==> config.mk <==
export PLATFORM = sky130hd
export DESIGN_NAME = mem_access
export DESIGN_NICKNAME = d
export VERILOG_FILES = /design/src/rtl/mem_access_pkg.sv /design/src/rtl/mem_align.sv /design/src/rtl/mem_access.sv
export SDC_FILE = /design/constraint.sdc
export NUM_CORES = 1
export LEC_CHECK = 0
export BUFFER_PORTS_ARGS = -buffer_cell sky130_fd_sc_hd__buf_2
export CAP_MARGIN = 10
export CORE_AREA = 3 3 267 269
export DETAILED_ROUTE_END_ITERATION = 8
export DIE_AREA = 0 0 270 272
export SETUP_SLACK_MARGIN = 0.5
export SKIP_CTS_REPAIR_TIMING = 1
export SYNTH_ARGS = -nofsm -noshare
export SYNTH_HDL_FRONTEND = slang
export SYNTH_SLANG_ARGS = --single-unit
==> constraint.sdc <==
create_clock -name clk -period 6.25 [get_ports clk]
set_input_delay 1.25 -clock clk [delete_from_list [all_inputs] [get_ports clk]]
set_output_delay 1.25 -clock clk [all_outputs]
set_load 0.01 [all_outputs]
==> src/rtl/mem_access_pkg.sv <==
// Shared definitions for the memory-access stage: access sizes, fault causes, FSM states.
// Latency: none (constants, types and one combinational helper).
// Backpressure: not applicable.
package mem_access_pkg;

  // Access size encodings carried on ex_size
  localparam logic [1:0] SZ_BYTE   = 2'd0;
  localparam logic [1:0] SZ_HALF   = 2'd1;
  localparam logic [1:0] SZ_WORD   = 2'd2;
  localparam logic [1:0] SZ_DOUBLE = 2'd3;

  // Exception causes raised by this stage
  localparam logic [4:0] CAUSE_LD_MISALIGN = 5'd4;
  localparam logic [4:0] CAUSE_LD_FAULT    = 5'd5;
  localparam logic [4:0] CAUSE_ST_MISALIGN = 5'd6;
  localparam logic [4:0] CAUSE_ST_FAULT    = 5'd7;

  typedef enum logic [1:0] {
    ST_IDLE = 2'd0,
    ST_REQ  = 2'd1,
    ST_WAIT = 2'd2,
    ST_DONE = 2'd3
  } state_e;

  // Byte-enable pattern of an access of the given size, anchored at lane 0
  function automatic logic [7:0] size_mask(input logic [1:0] size);
    case (size)
      SZ_BYTE: size_mask = 8'h01;
      SZ_HALF: size_mask = 8'h03;
      SZ_WORD: size_mask = 8'h0F;
      default: size_mask = 8'hFF;
    endcase
  endfunction

endpackage

==> src/rtl/mem_align.sv <==
// Byte-lane alignment: misalign detect, store shift + byte mask, load shift + extension.
// Latency: combinational.
// Backpressure: none.
// Ports: addr_lo/size/is_unsigned describe the access; st_data is raw store data,
//        rd_data the aligned 64-bit bus word; outputs are lane-adjusted.
module mem_align
  import mem_access_pkg::*;
#(
  parameter int unsigned MASK_UNUSED = 1
) (
  input  logic [2:0]  addr_lo,
  input  logic [1:0]  size,
  input  logic        is_unsigned,
  input  logic [63:0] st_data,
  input  logic [63:0] rd_data,
  output logic        misaligned,
  output logic [63:0] wdata,
  output logic [7:0]  wmask,
  output logic [63:0] ld_data
);

  logic [5:0]  lane;
  logic [63:0] rd_shift;
  logic        sx;

  always_comb begin
    lane = {addr_lo, 3'b000};

    case (size)
      SZ_BYTE: misaligned = 1'b0;
      SZ_HALF: misaligned = addr_lo[0];
      SZ_WORD: misaligned = |addr_lo[1:0];
      default: misaligned = |addr_lo;
    endcase

    wdata = st_data << lane;
    wmask = (MASK_UNUSED != 0) ? (size_mask(size) << addr_lo) : 8'hFF;

    rd_shift = rd_data >> lane;
    sx       = ~is_unsigned;
    case (size)
      SZ_BYTE: ld_data = {{56{rd_shift[7]  & sx}}, rd_shift[7:0]};
      SZ_HALF: ld_data = {{48{rd_shift[15] & sx}}, rd_shift[15:0]};
      SZ_WORD: ld_data = {{32{rd_shift[31] & sx}}, rd_shift[31:0]};
      default: ld_data = rd_shift;  // doubleword: nothing to extend
    endcase
  end

endmodule

==> src/rtl/mem_access.sv <==
// Memory-access pipeline stage: one bus transaction per load/store, registered wb record.
// Latency: 1 cycle for non-memory/faulting ops; >= 4 cycles (accept, REQ, WAIT, DONE) for memory ops.
// Backpressure: stall holds execute while a transaction is pending; req waits on req_ready.
// Ports: ex_* from execute, req_*/rsp_* data-memory bus, wb_* registered record to writeback.
module mem_access
  import mem_access_pkg::*;
#(
  parameter int          TIMEOUT     = 255,
  parameter int unsigned MASK_UNUSED = 1
) (
  input  logic        clk,
  input  logic        rst_n,
  input  logic        ex_valid,
  input  logic [63:0] ex_pc,
  input  logic [4:0]  ex_rd,
  input  logic [63:0] ex_result,
  input  logic [63:0] ex_data2,
  input  logic        ex_load,
  input  logic        ex_store,
  input  logic [1:0]  ex_size,
  input  logic        ex_unsigned,
  input  logic        ex_exc,
  input  logic [4:0]  ex_cause,
  input  logic [63:0] ex_tval,
  output logic        stall,
  output logic        req_valid,
  output logic        req_we,
  output logic [63:0] req_addr,
  output logic [63:0] req_wdata,
  output logic [7:0]  req_wmask,
  input  logic        req_ready,
  input  logic        rsp_valid,
  input  logic [63:0] rsp_rdata,
  output logic        wb_valid,
  output logic [63:0] wb_pc,
  output logic [4:0]  wb_rd,
  output logic [63:0] wb_data,
  output logic        wb_exc,
  output logic [4:0]  wb_cause,
  output logic [63:0] wb_tval
);

  localparam logic [15:0] TIMEOUT_CNT = 16'(TIMEOUT);

  state_e      state_q, state_d;
  logic [15:0] cnt_q, cnt_d;
  // Context of the in-flight memory op (execute has moved on by DONE)
  logic [63:0] pc_q, pc_d, addr_q, addr_d;
  logic [4:0]  rd_q, rd_d;
  logic [1:0]  size_q, size_d;
  logic        uns_q, uns_d, st_q, st_d;
  logic        req_valid_q, req_valid_d, req_we_q, req_we_d;
  logic [63:0] req_addr_q, req_addr_d, req_wdata_q, req_wdata_d;
  logic [7:0]  req_wmask_q, req_wmask_d;
  logic        wb_valid_q, wb_valid_d, wb_exc_q, wb_exc_d;
  logic [63:0] wb_pc_q, wb_pc_d, wb_data_q, wb_data_d, wb_tval_q, wb_tval_d;
  logic [4:0]  wb_rd_q, wb_rd_d, wb_cause_q, wb_cause_d;

  logic        is_mem, mem_go, use_ex;
  logic [2:0]  al_addr;
  logic [1:0]  al_size;
  logic        al_uns, al_misaligned;
  logic [63:0] al_wdata, al_ld_data;
  logic [7:0]  al_wmask;

  // Aligner sees the live execute op while idle and the captured op afterwards
  always_comb begin
    use_ex  = (state_q == ST_IDLE);
    al_addr = use_ex ? ex_result[2:0] : addr_q[2:0];
    al_size = use_ex ? ex_size        : size_q;
    al_uns  = use_ex ? ex_unsigned    : uns_q;
  end

  mem_align #(.MASK_UNUSED(MASK_UNUSED)) u_align (
    .addr_lo     (al_addr),
    .size        (al_size),
    .is_unsigned (al_uns),
    .st_data     (ex_data2),
    .rd_data     (rsp_rdata),
    .misaligned  (al_misaligned),
    .wdata       (al_wdata),
    .wmask       (al_wmask),
    .ld_data     (al_ld_data)
  );

  always_comb begin
    is_mem = ex_load | ex_store;
    mem_go = (state_q == ST_IDLE) && ex_valid && is_mem && !ex_exc && !al_misaligned;
    stall  = (state_q == ST_REQ) || (state_q == ST_WAIT) || mem_go;
  end

  always_comb begin
    state_d     = state_q;
    cnt_d       = cnt_q;
    pc_d        = pc_q;
    addr_d      = addr_q;
    rd_d        = rd_q;
    size_d      = size_q;
    uns_d       = uns_q;
    st_d        = st_q;
    req_valid_d = req_valid_q;
    req_we_d    = req_we_q;
    req_addr_d  = req_addr_q;
    req_wdata_d = req_wdata_q;
    req_wmask_d = req_wmask_q;
    wb_valid_d  = 1'b0;
    wb_pc_d     = wb_pc_q;
    wb_rd_d     = wb_rd_q;
    wb_data_d   = wb_data_q;
    wb_exc_d    = wb_exc_q;
    wb_cause_d  = wb_cause_q;
    wb_tval_d   = wb_tval_q;

    case (state_q)
      ST_IDLE: begin
        if (ex_valid) begin
          if (!is_mem || ex_exc) begin
            wb_valid_d = 1'b1;
            wb_pc_d    = ex_pc;
            wb_rd_d    = ex_exc ? 5'd0 : ex_rd;
            wb_data_d  = ex_result;
            wb_exc_d   = ex_exc;
            wb_cause_d = ex_exc ? ex_cause : 5'd0;
            wb_tval_d  = ex_exc ? ex_tval : 64'd0;
          end else if (al_misaligned) begin
            wb_valid_d = 1'b1;
            wb_pc_d    = ex_pc;
            wb_rd_d    = 5'd0;
            wb_data_d  = 64'd0;
            wb_exc_d   = 1'b1;
            wb_cause_d = ex_store ? CAUSE_ST_MISALIGN : CAUSE_LD_MISALIGN;
            wb_tval_d  = ex_result;
          end else begin
            state_d     = ST_REQ;
            pc_d        = ex_pc;
            addr_d      = ex_result;
            rd_d        = ex_rd;
            size_d      = ex_size;
            uns_d       = ex_unsigned;
            st_d        = ex_store;  // load+store together behaves as a store
            req_valid_d = 1'b1;
            req_we_d    = ex_store;
            req_addr_d  = {ex_result[63:3], 3'b000};
            req_wdata_d = ex_store ? al_wdata : 64'd0;
            req_wmask_d = ex_store ? al_wmask : 8'd0;
          end
        end
      end
      ST_REQ: begin
        if (req_ready) begin
          state_d     = ST_WAIT;
          req_valid_d = 1'b0;
          cnt_d       = 16'd0;
        end
      end
      ST_WAIT: begin
        cnt_d = cnt_q + 16'd1;
        // A response arriving on the deadline cycle is still accepted
        if (rsp_valid) begin
          state_d    = ST_DONE;
          wb_valid_d = 1'b1;
          wb_pc_d    = pc_q;
          wb_rd_d    = st_q ? 5'd0 : rd_q;
          wb_data_d  = st_q ? 64'd0 : al_ld_data;
          wb_exc_d   = 1'b0;
          wb_cause_d = 5'd0;
          wb_tval_d  = 64'd0;
        end else if (cnt_d == TIMEOUT_CNT) begin
          state_d    = ST_DONE;
          wb_valid_d = 1'b1;
          wb_pc_d    = pc_q;
          wb_rd_d    = 5'd0;
          wb_data_d  = 64'd0;
          wb_exc_d   = 1'b1;
          wb_cause_d = st_q ? CAUSE_ST_FAULT : CAUSE_LD_FAULT;
          wb_tval_d  = addr_q;
        end
      end
      default: state_d = ST_IDLE;  // DONE: execute advances this cycle
    endcase
  end

  always_ff @(posedge clk or negedge rst_n) begin
    if (!rst_n) begin
      state_q     <= ST_IDLE;
      cnt_q       <= '0;
      pc_q        <= '0;
      addr_q      <= '0;
      rd_q        <= '0;
      size_q      <= '0;
      uns_q       <= 1'b0;
      st_q        <= 1'b0;
      req_valid_q <= 1'b0;
      req_we_q    <= 1'b0;
      req_addr_q  <= '0;
      req_wdata_q <= '0;
      req_wmask_q <= '0;
      wb_valid_q  <= 1'b0;
      wb_pc_q     <= '0;
      wb_rd_q     <= '0;
      wb_data_q   <= '0;
      wb_exc_q    <= 1'b0;
      wb_cause_q  <= '0;
      wb_tval_q   <= '0;
    end else begin
      state_q     <= state_d;
      cnt_q       <= cnt_d;
      pc_q        <= pc_d;
      addr_q      <= addr_d;
      rd_q        <= rd_d;
      size_q      <= size_d;
      uns_q       <= uns_d;
      st_q        <= st_d;
      req_valid_q <= req_valid_d;
      req_we_q    <= req_we_d;
      req_addr_q  <= req_addr_d;
      req_wdata_q <= req_wdata_d;
      req_wmask_q <= req_wmask_d;
      wb_valid_q  <= wb_valid_d;
      wb_pc_q     <= wb_pc_d;
      wb_rd_q     <= wb_rd_d;
      wb_data_q   <= wb_data_d;
      wb_exc_q    <= wb_exc_d;
      wb_cause_q  <= wb_cause_d;
      wb_tval_q   <= wb_tval_d;
    end
  end

  assign req_valid = req_valid_q;
  assign req_we    = req_we_q;
  assign req_addr  = req_addr_q;
  assign req_wdata = req_wdata_q;
  assign req_wmask = req_wmask_q;
  assign wb_valid  = wb_valid_q;
  assign wb_pc     = wb_pc_q;
  assign wb_rd     = wb_rd_q;
  assign wb_data   = wb_data_q;
  assign wb_exc    = wb_exc_q;
  assign wb_cause  = wb_cause_q;
  assign wb_tval   = wb_tval_q;

endmodule

Yosys cells after proc, flatten, opt, wreduce, memory -nomap -nowiden

Index checks and enable logic that the tools add are counted.

Reduce and logical (&&, ||, !) cells: 22
Muxes and demuxes: 71
Shift-type cells: 3
$add $sub $neg: 1
Eq/ne operators: 11
Bitwise operators: 7

Operators by type and width:

| operator                | count |
|---|---|
| $mux W64                | 18 |
| $pmux W64 S2            | 3 |
| $pmux W64 S3            | 1 |
| $mux W5                 | 13 |
| $shl A64 B6 Y64         | 1 |
| $shr A64 B6 Y64         | 1 |
| $pmux W16 S2            | 1 |
| $pmux W8 S3             | 1 |
| $pmux W5 S2             | 2 |
| $mux W2                 | 9 |
| $add A16 B1 Y16 const B | 1 |
| $eq A16 B8 Y1 const B   | 1 |
| $mux W16                | 1 |
| $mux W1                 | 15 |
| $reduce_and A5 Y1       | 2 |
| $mux W8                 | 1 |
| $ne A2 B2 Y1 const B    | 4 |
| $reduce_and A4 Y1       | 2 |
| $shl A8 B3 Y8           | 1 |
| $pmux W1 S2             | 3 |
| $pmux W2 S3             | 1 |
| $reduce_bool A2 Y1      | 3 |
| $eq A2 B1 Y1 const B    | 2 |
| $eq A2 B2 Y1 const B    | 2 |
| other kinds (14)        | 26 |

Bits in registers: 493
Word-level logic and storage cells: 134
Output and inout port bits: 343
Bits of input ports: 341

Logic depth before layout (Yosys ltp)

Gate-level depths: netlist (run 1).

Word-level depth: 8
Mapped depth: 13

Cells and area by module

A second synthesis (run 1) with hierarchy kept.

Cells, all modules: 2645
Area total of the unflattened synthesis: 23381.2 um^2

By module, submodules not included:

| module     | seq. area each (um^2) | area each (um^2) | instances | cells an instance |
|---|---|---|---|---|
| mem_access | 10810.4               | 18977.0          | 1         | 2029 |
| mem_align  | 0.0                   | 4404.2           | 1         | 616 |

Worst setup path before layout (run 1)

OpenSTA, ideal clock, no wires.

Path type: input-to-output
Start point: input port ex_size[0]
End point: output port stall
Stages: 6
Data arrival time: 2524 ps
Buffers on the path: 1
Setup slack: 2476 ps
Cell sequence: mux2i_1 nand2_1 a221oi_2 nand3_1 clkbuf_1 nand2b_1

Word-level cells in the longest chain between the ends: 6
Elaborated cells between the ends (all ways): 8
Those cells by class: eq/ne (2); mux (2); reduce/logical (4)

RTL lines:

| item                                       | line             | RTL |
|---|---|---|
| start, declared                            | mem_access.sv:20 | `input logic [1:0] ex_size,` |
| $mux W2 *                                  | mem_access.sv:70 | `al_size = use_ex ? ex_size : size_q;` |
| $eq A2 B2 Y1, or another cell as far along | mem_align.sv:29  | `case (size)` |
| $pmux W1 S3 *                              | mem_align.sv:29  |  |
| $logic_not A1 Y1 *                         | mem_access.sv:88 | `mem_go = (state_q == ST_IDLE) && ex_valid && is_mem && !ex_exc && !al_misaligned;` |
| $logic_and A1 B1 Y1 *                      | mem_access.sv:88 |  |
| $logic_or A1 B1 Y1 *                       | mem_access.sv:89 | `stall = (state_q == ST_REQ) \|\| (state_q == ST_WAIT) \|\| mem_go;` |
| end, declared                              | mem_access.sv:25 | `output logic stall,` |

Every way passes the cells marked *; elsewhere a longest branch is shown, timed or not.

Worst setup path in the final report (run 1)

Start point: register state_q[0]
End point: output port stall

Word-level cells in the longest chain between the ends: 7
Elaborated cells between the ends (all ways): 18
Those cells by class: eq/ne (4); mux (3); reduce/logical (11)

RTL lines:

| item                                       | line                               | RTL |
|---|---|---|
| start, declared                            | mem_access.sv:45                   | `state_e state_q, state_d;` |
| start signal, assigned                     | mem_access.sv:206                  | `state_q <= state_d;` |
| $logic_not A2 Y1                           | mem_access.sv:68, mem_access.sv:88 |  |
| $mux W2 / $mux W3 (equally long branches)  | mem_access.sv:70, mem_access.sv:69 |  |
| $eq A2 B2 Y1, or another cell as far along | mem_align.sv:29                    |  |
| $pmux W1 S3                                | mem_align.sv:29                    |  |
| $logic_not A1 Y1                           | mem_access.sv:88                   |  |
| $logic_and A1 B1 Y1                        | mem_access.sv:88                   |  |
| $logic_or A1 B1 Y1 *                       | mem_access.sv:89                   |  |

Marked as above.

==> reports/results.ini, run 1 <==
[yosys]
synthAdderAreaFrac_pct = 0.270
synth_mux_area_share_pct = 15.2
async_flop_share_pct = 100
avgSynthCellArea_um2 = 9.41
synthCells = 2459
synthSimpleGateAreaFrac_pct = 15.1
synth_edf_count = 0
synth_cell_types = 57
ys_ff_latch = 432
yosys_warnings = 0
synth_top_family_by_area = compound AO/OA/AOI/OAI gates
syn_area_mm2 = 0.0231
synth-compound-area-share_pct = 16.1
ys.flop_type = dfrtp_1
synth_xor_area_share_pct = 0.341
synth-seq-area-share_pct = 46.7

[cts]
clock_latency_ns = 0.60
cts_buffers = 51
clockBufferDepth = 3
cts_root_buf = clkbuf_16
clock_sinks = 432
htree_levels = 2
cts_tree = yes
cts.clk_slew.worst_paths_ns = 0.06

[floorplanning]
ios = 684
row_count = 96
core_mm2 = 0.0688
die_x_um = 270
die-area_mm2 = 0.0734
die_h_um = 272
initial_utilization_pct = 33.6

[timing]
worst_pin_slew_ns = 1.17
setup_viol = 0
hold_viol_final = 0
max_clock_freq_mhz = 202
drv_slew = 0
fin_setup_tns_ns = 0
grt_setup_unrepaired = no
period_minus_slack_ns = 4.96
slew_headroom_pct = 22.1
final.period_utilization_pct = 79.3
fin_skew_ns = 0.0235
setup_slack_ns = 1.29

[finish]
layout_common_cells = nand2_1 (707), buf_2 (679), dfrtp_1 (432)
mostFrequentLayoutCell = nand2_1
fin_nets = 3307
postLayoutCellArea_mm2 = 0.0287
register_area_mm2 = 0.0108
syn2layout_area_growth_pct = 24.1
drive_gt1_share_pct = 34.5
nFillCells = 6873
multiInputGateArea_mm2 = 0.0110

[outcome]
status = finished, final reports clean

[worst_hold_path]
hold_path.class = flop to flop
min_path_cells = 2

[setup_path]
end_kind = primary output
start_kind = flop
cp_num_buf_inv = 3
cpPeakStageDelay_ns = 0.75
crit_fanout = 15
reg2reg_depth = 12
crit_cells = 9
critPathTopFamily = adder cells
critical_path_class = flop to primary output
cp_data_arrival_time_ns = 3.71
cp.required_ns = 5.00
slowest_stage = ha_1
worstPathCellList = inv_1 -> ha_1 -> buf_4 -> mux2i_4 -> o21ai_0 -> a221oi_2 -> nand3_4 -> nand2b_1 -> buf_2

[drt]
vias_per_cell = 5.42
drt_iter0_markers = 2077
vias = 21400
drcViolationCount = 0
wl_per_cell_um = 24.1
first_pass_iters = 9
antenna_left = 0
drt_wl_total_um = 95300

[power_and_ir_drop]
p_seq_share_pct = 29.0
swShare_pct = 42.9
powerDensity_mw_per_mm2 = 561
pwr-share-clk_pct = 20.6
design_power_total_w = 0.0161
p_leak_nw = 14.3
intPower_w = 0.00920
irDropWorstVdd_v = 0.000311
combPwrFrac_pct = 50.3
power.switching_w = 0.00692

[grt]
antenna_found_initial = 29
gr-usage-all-layers_pct = 24.8
grt_pass1_wl_um = 139000
grt_pass1_vias = 20500
overflow = 0
grt_max_degree = 212

[placed_design]
post_dp_cell_area_mm2 = 0.0268
gp_congestion = 0.912
dpl.hpwl_um = 69800
pre_cts_slack_ns = 1.67
portBuffers = 680

[job]
drv_cap = 0

[per-stage QoR]
step	hold slack, ns	util, %	std cells
after floorplan	0.440	-	2461
after global placement	0.450	39.0	3838
after detailed placement	0.456	39.0	3838
after CTS	0.471	41.7	3931
after global routing	0.494	41.7	3944
final	0.468	41.7	3948
[sequential cells by signal (all words and copies together) (netlist names), 8 cells and up]
| name | count |
|---|---|
| req_wdata | 64 |
| req_wmask | 8 |
| pc_q | 64 |
| wb_tval | 64 |
| wb_pc | 64 |
| wb_data | 64 |
| cnt_q | 16 |
| addr_q | 63 |
[cell usage after synthesis, types with 22 or more instances]
| master | instances | share of area (%) |
|---|---|---|
| a21oi_1 | 78 | 1.7 |
| a222oi_1 | 64 | 2.8 |
| a22o_1 | 39 | 1.5 |
| and3_1 | 34 | 0.92 |
| buf_1 | 22 | 0.36 |
| buf_4 | 67 | 2.2 |
| clkbuf_1 | 147 | 2.4 |
| dfrtp_1 | 432 | 47 |
| mux2_2 | 206 | 10 |
| mux2i_1 | 94 | 4.1 |
| nand2_1 | 707 | 11 |
| nand3_1 | 45 | 0.97 |
| nor2_1 | 57 | 0.92 |
| o21ai_0 | 173 | 3.7 |
| o31ai_1 | 91 | 3.0 |
[worst reg2reg max path, cell delays in order, from the launching register on]
cell and delay, ns:
dfrtp_1 0.37, inv_1 0.13, ha_1 0.75, buf_4 0.31, mux2i_4 0.40, o21ai_0 0.18, a221oi_2 0.51, nor2_1 0.16
a21oi_4 0.13, buf_4 0.36, buf_4 0.74, o21ai_0 0.33, o31ai_1 0.11
[per-layer routing]
| layer | track usage (%) | share of wire (%) | up-vias | wire [um] |
|---|---|---|---|---|
| li1 | - | - | 9711 | - |
| met5 | 0 | 0.16 | - | 154 |
| met1 | 31.0 | 39 | 10500 | 37600 |
| met3 | 6.54 | 8.7 | 184 | 8320 |
| met2 | 41.8 | 48 | 942 | 46000 |
| met4 | 8.04 | 3.4 | 24 | 3220 |
[power groups by stage]
stage / registers [W] / clock network, W / logic, W
final: 0.00468 / 0.00333 / 0.00811
after global routing: 0.00483 / 0.00353 / 0.00878
after CTS: 0.00468 / 0.00342 / 0.00814
after detailed placement: 0.00470 / 0 / 0.00812
after global placement: 0.00469 / 0 / 0.00805
after floorplan: 0.00491 / 0 / 0.00515
[final timing paths]
path	startpoint	end	slack [ns]
min in group asynchronous	rst_n	addr_q[23]	0.70
worst min-delay path	pc_q[52]	pc_q[52]	0.47
worst max register to register	state_q[0]	wb_tval[17]	1.66
worst min register to register	pc_q[52]	pc_q[52]	0.47
max in group asynchronous	rst_n	req_wdata[33]	4.30
worst max-delay path	state_q[0]	stall	1.29
[cell families after synthesis]
family | Yosys count
compound gates | 547
xor+xnor | 9
fa+ha+maj | 5
buf+inv | 278
flops | 432
mux | 312
other cells | 1
simple gates | 875
[final cells by class]
cell class	count	share of cell area, %
antenna	16	0.139
inverter	9	0.118
tap	931	4.06
timing repair buffer	716	13.1
clock inverter	26	1.66
clock buffer	67	4.83
sequential	432	37.6
multi-input combinational	1751	38.4
Power figures use the tool's default switching activity.
==> run 2: changes to the inputs <==
Clock period 6.25 ns to 4.82 ns, I/O delays scaled along.
==> reports/results.ini, run 2 (same netlist as run 1, synthesis figures left out) <==
[timing]
fin_skew_ns = 0.0302
grt_setup_unrepaired = no
final.period_utilization_pct = 84.0
worst_pin_slew_ns = 1.58
hold_viol_final = 0
fin_setup_tns_ns = 0
drv_slew = 58
setup_slack_ns = 0.772
slew_headroom_pct = -5.46
setup_viol = 0
max_clock_freq_mhz = 247
period_minus_slack_ns = 4.05

[grt]
grt_max_degree = 212
grt_pass1_wl_um = 140000
grt_pass1_vias = 20400
overflow = 0
antenna_found_initial = 33
gr-usage-all-layers_pct = 24.9

[cts]
htree_levels = 2
clockBufferDepth = 3
cts.clk_slew.worst_paths_ns = 0.06
clock_latency_ns = 0.61
cts_root_buf = clkbuf_16
cts_buffers = 51
clock_sinks = 432
cts_tree = yes

[finish]
fin_nets = 3317
syn2layout_area_growth_pct = 24.1
mostFrequentLayoutCell = nand2_1
layout_common_cells = nand2_1 (707), buf_2 (679), dfrtp_1 (432)
nFillCells = 6966
drive_gt1_share_pct = 34.7

[setup_path]
end_kind = primary output
cp_data_arrival_time_ns = 3.08
slowest_stage = a221oi_4
cpPeakStageDelay_ns = 0.44
cp_num_buf_inv = 3
start_kind = flop
critPathTopFamily = buffers and inverters
critical_path_class = flop to primary output
crit_fanout = 11
cp.required_ns = 3.86
worstPathCellList = inv_1 -> ha_2 -> buf_6 -> mux2i_4 -> nand2_1 -> a221oi_4 -> nand3_4 -> nand2b_1 -> buf_2

[power_and_ir_drop]
powerDensity_mw_per_mm2 = 722
design_power_total_w = 0.0207
p_leak_nw = 14.3
irDropWorstVdd_v = 0.000622

[placed_design]
portBuffers = 680
gp_congestion = 0.947
dpl.hpwl_um = 69500
pre_cts_slack_ns = 0.797

[drt]
vias = 21300
first_pass_iters = 8
antenna_left = 0
vias_per_cell = 5.37
drt_iter0_markers = 2239
wl_per_cell_um = 24.0
drt_wl_total_um = 94900
drcViolationCount = 0

[floorplanning]
initial_utilization_pct = 33.6
ios = 684
row_count = 96
die_x_um = 270
core_mm2 = 0.0688
die_h_um = 272
die-area_mm2 = 0.0734

[outcome]
violations = max-slew violations
status = complete, but fails checks

[job]
drv_cap = 0

[worst_hold_path]
hold_path.class = input port to asynchronous set/reset pin

[run 2: metrics by stage]
step | hold slack (ns) | cells | utilization [%] | area (um2)
4_1_cts | 0.376 | 3935 | 41.6 | 28600
3_5_place_dp | 0.457 | 3845 | 39.0 | 26900
2_1_floorplan | 0.440 | 2461 | - | 23100
6_report | 0.371 | 3961 | 41.7 | 28700
3_3_place_gp | 0.452 | 3845 | 39.0 | 26900
5_1_grt | 0.399 | 3958 | 41.7 | 28700
[run 2: area by class of cell]
type	instances	area, um2	share of cell area [%]
multi-input combinational	1751	11100	38.5
sequential	432	10800	37.6
timing repair buffer	726	3850	13.4
clock buffer	69	1430	4.99
tap	931	1160	4.06
clock inverter	21	322	1.12
antenna	22	55.1	0.192
inverter	9	33.8	0.118
[run 2: report_power, final]
| part | switching (W) | total, W | leakage, nW | internal, W |
|---|---|---|---|---|
| clock | 0.00165 | 0.00411 | 0.859 | 0.00246 |
| combinational | 0.00643 | 0.0106 | 7.93 | 0.00412 |
| sequential | 0.000906 | 0.00606 | 5.53 | 0.00516 |
| total | 0.00898 | 0.0207 | 14.3 | 0.0117 |
[run 2: final timing paths]
check                      startpoint           to  slack (ns)  depth (start not counted)
setup reg to reg           state_q[0]  wb_data[42]        1.02                         11
hold reg to reg              pc_q[41]     pc_q[41]        0.47                          2
setup / recovery           state_q[0]        stall        0.77                          9
hold / removal                  rst_n  wb_tval[20]        0.37                          1
max in group asynchronous       rst_n      pc_q[6]        3.39                          2
min in group clk             pc_q[41]     pc_q[41]        0.47                          2
[run 2: metal layers]
layer | GRT usage (%) | vias up | part of all wire (%)
met5 | 0 | - | 0.093
li1 | - | 9741 | -
met1 | 31.2 | 10400 | 40
met3 | 6.85 | 142 | 8.8
met4 | 8.15 | 14 | 2.8
met2 | 41.4 | 970 | 48
[run 2: worst register-to-register path, cell delays in order (launching register included)]
cell and delay [ns]:
dfrtp_1 0.38, inv_1 0.15, ha_2 0.32, buf_6 0.24, mux2_4 0.53, mux4_2 0.59
mux2_2 0.29, a32o_1 0.24, a21oi_4 0.15, buf_4 0.36, o31ai_1 0.18, mux2_2 0.29
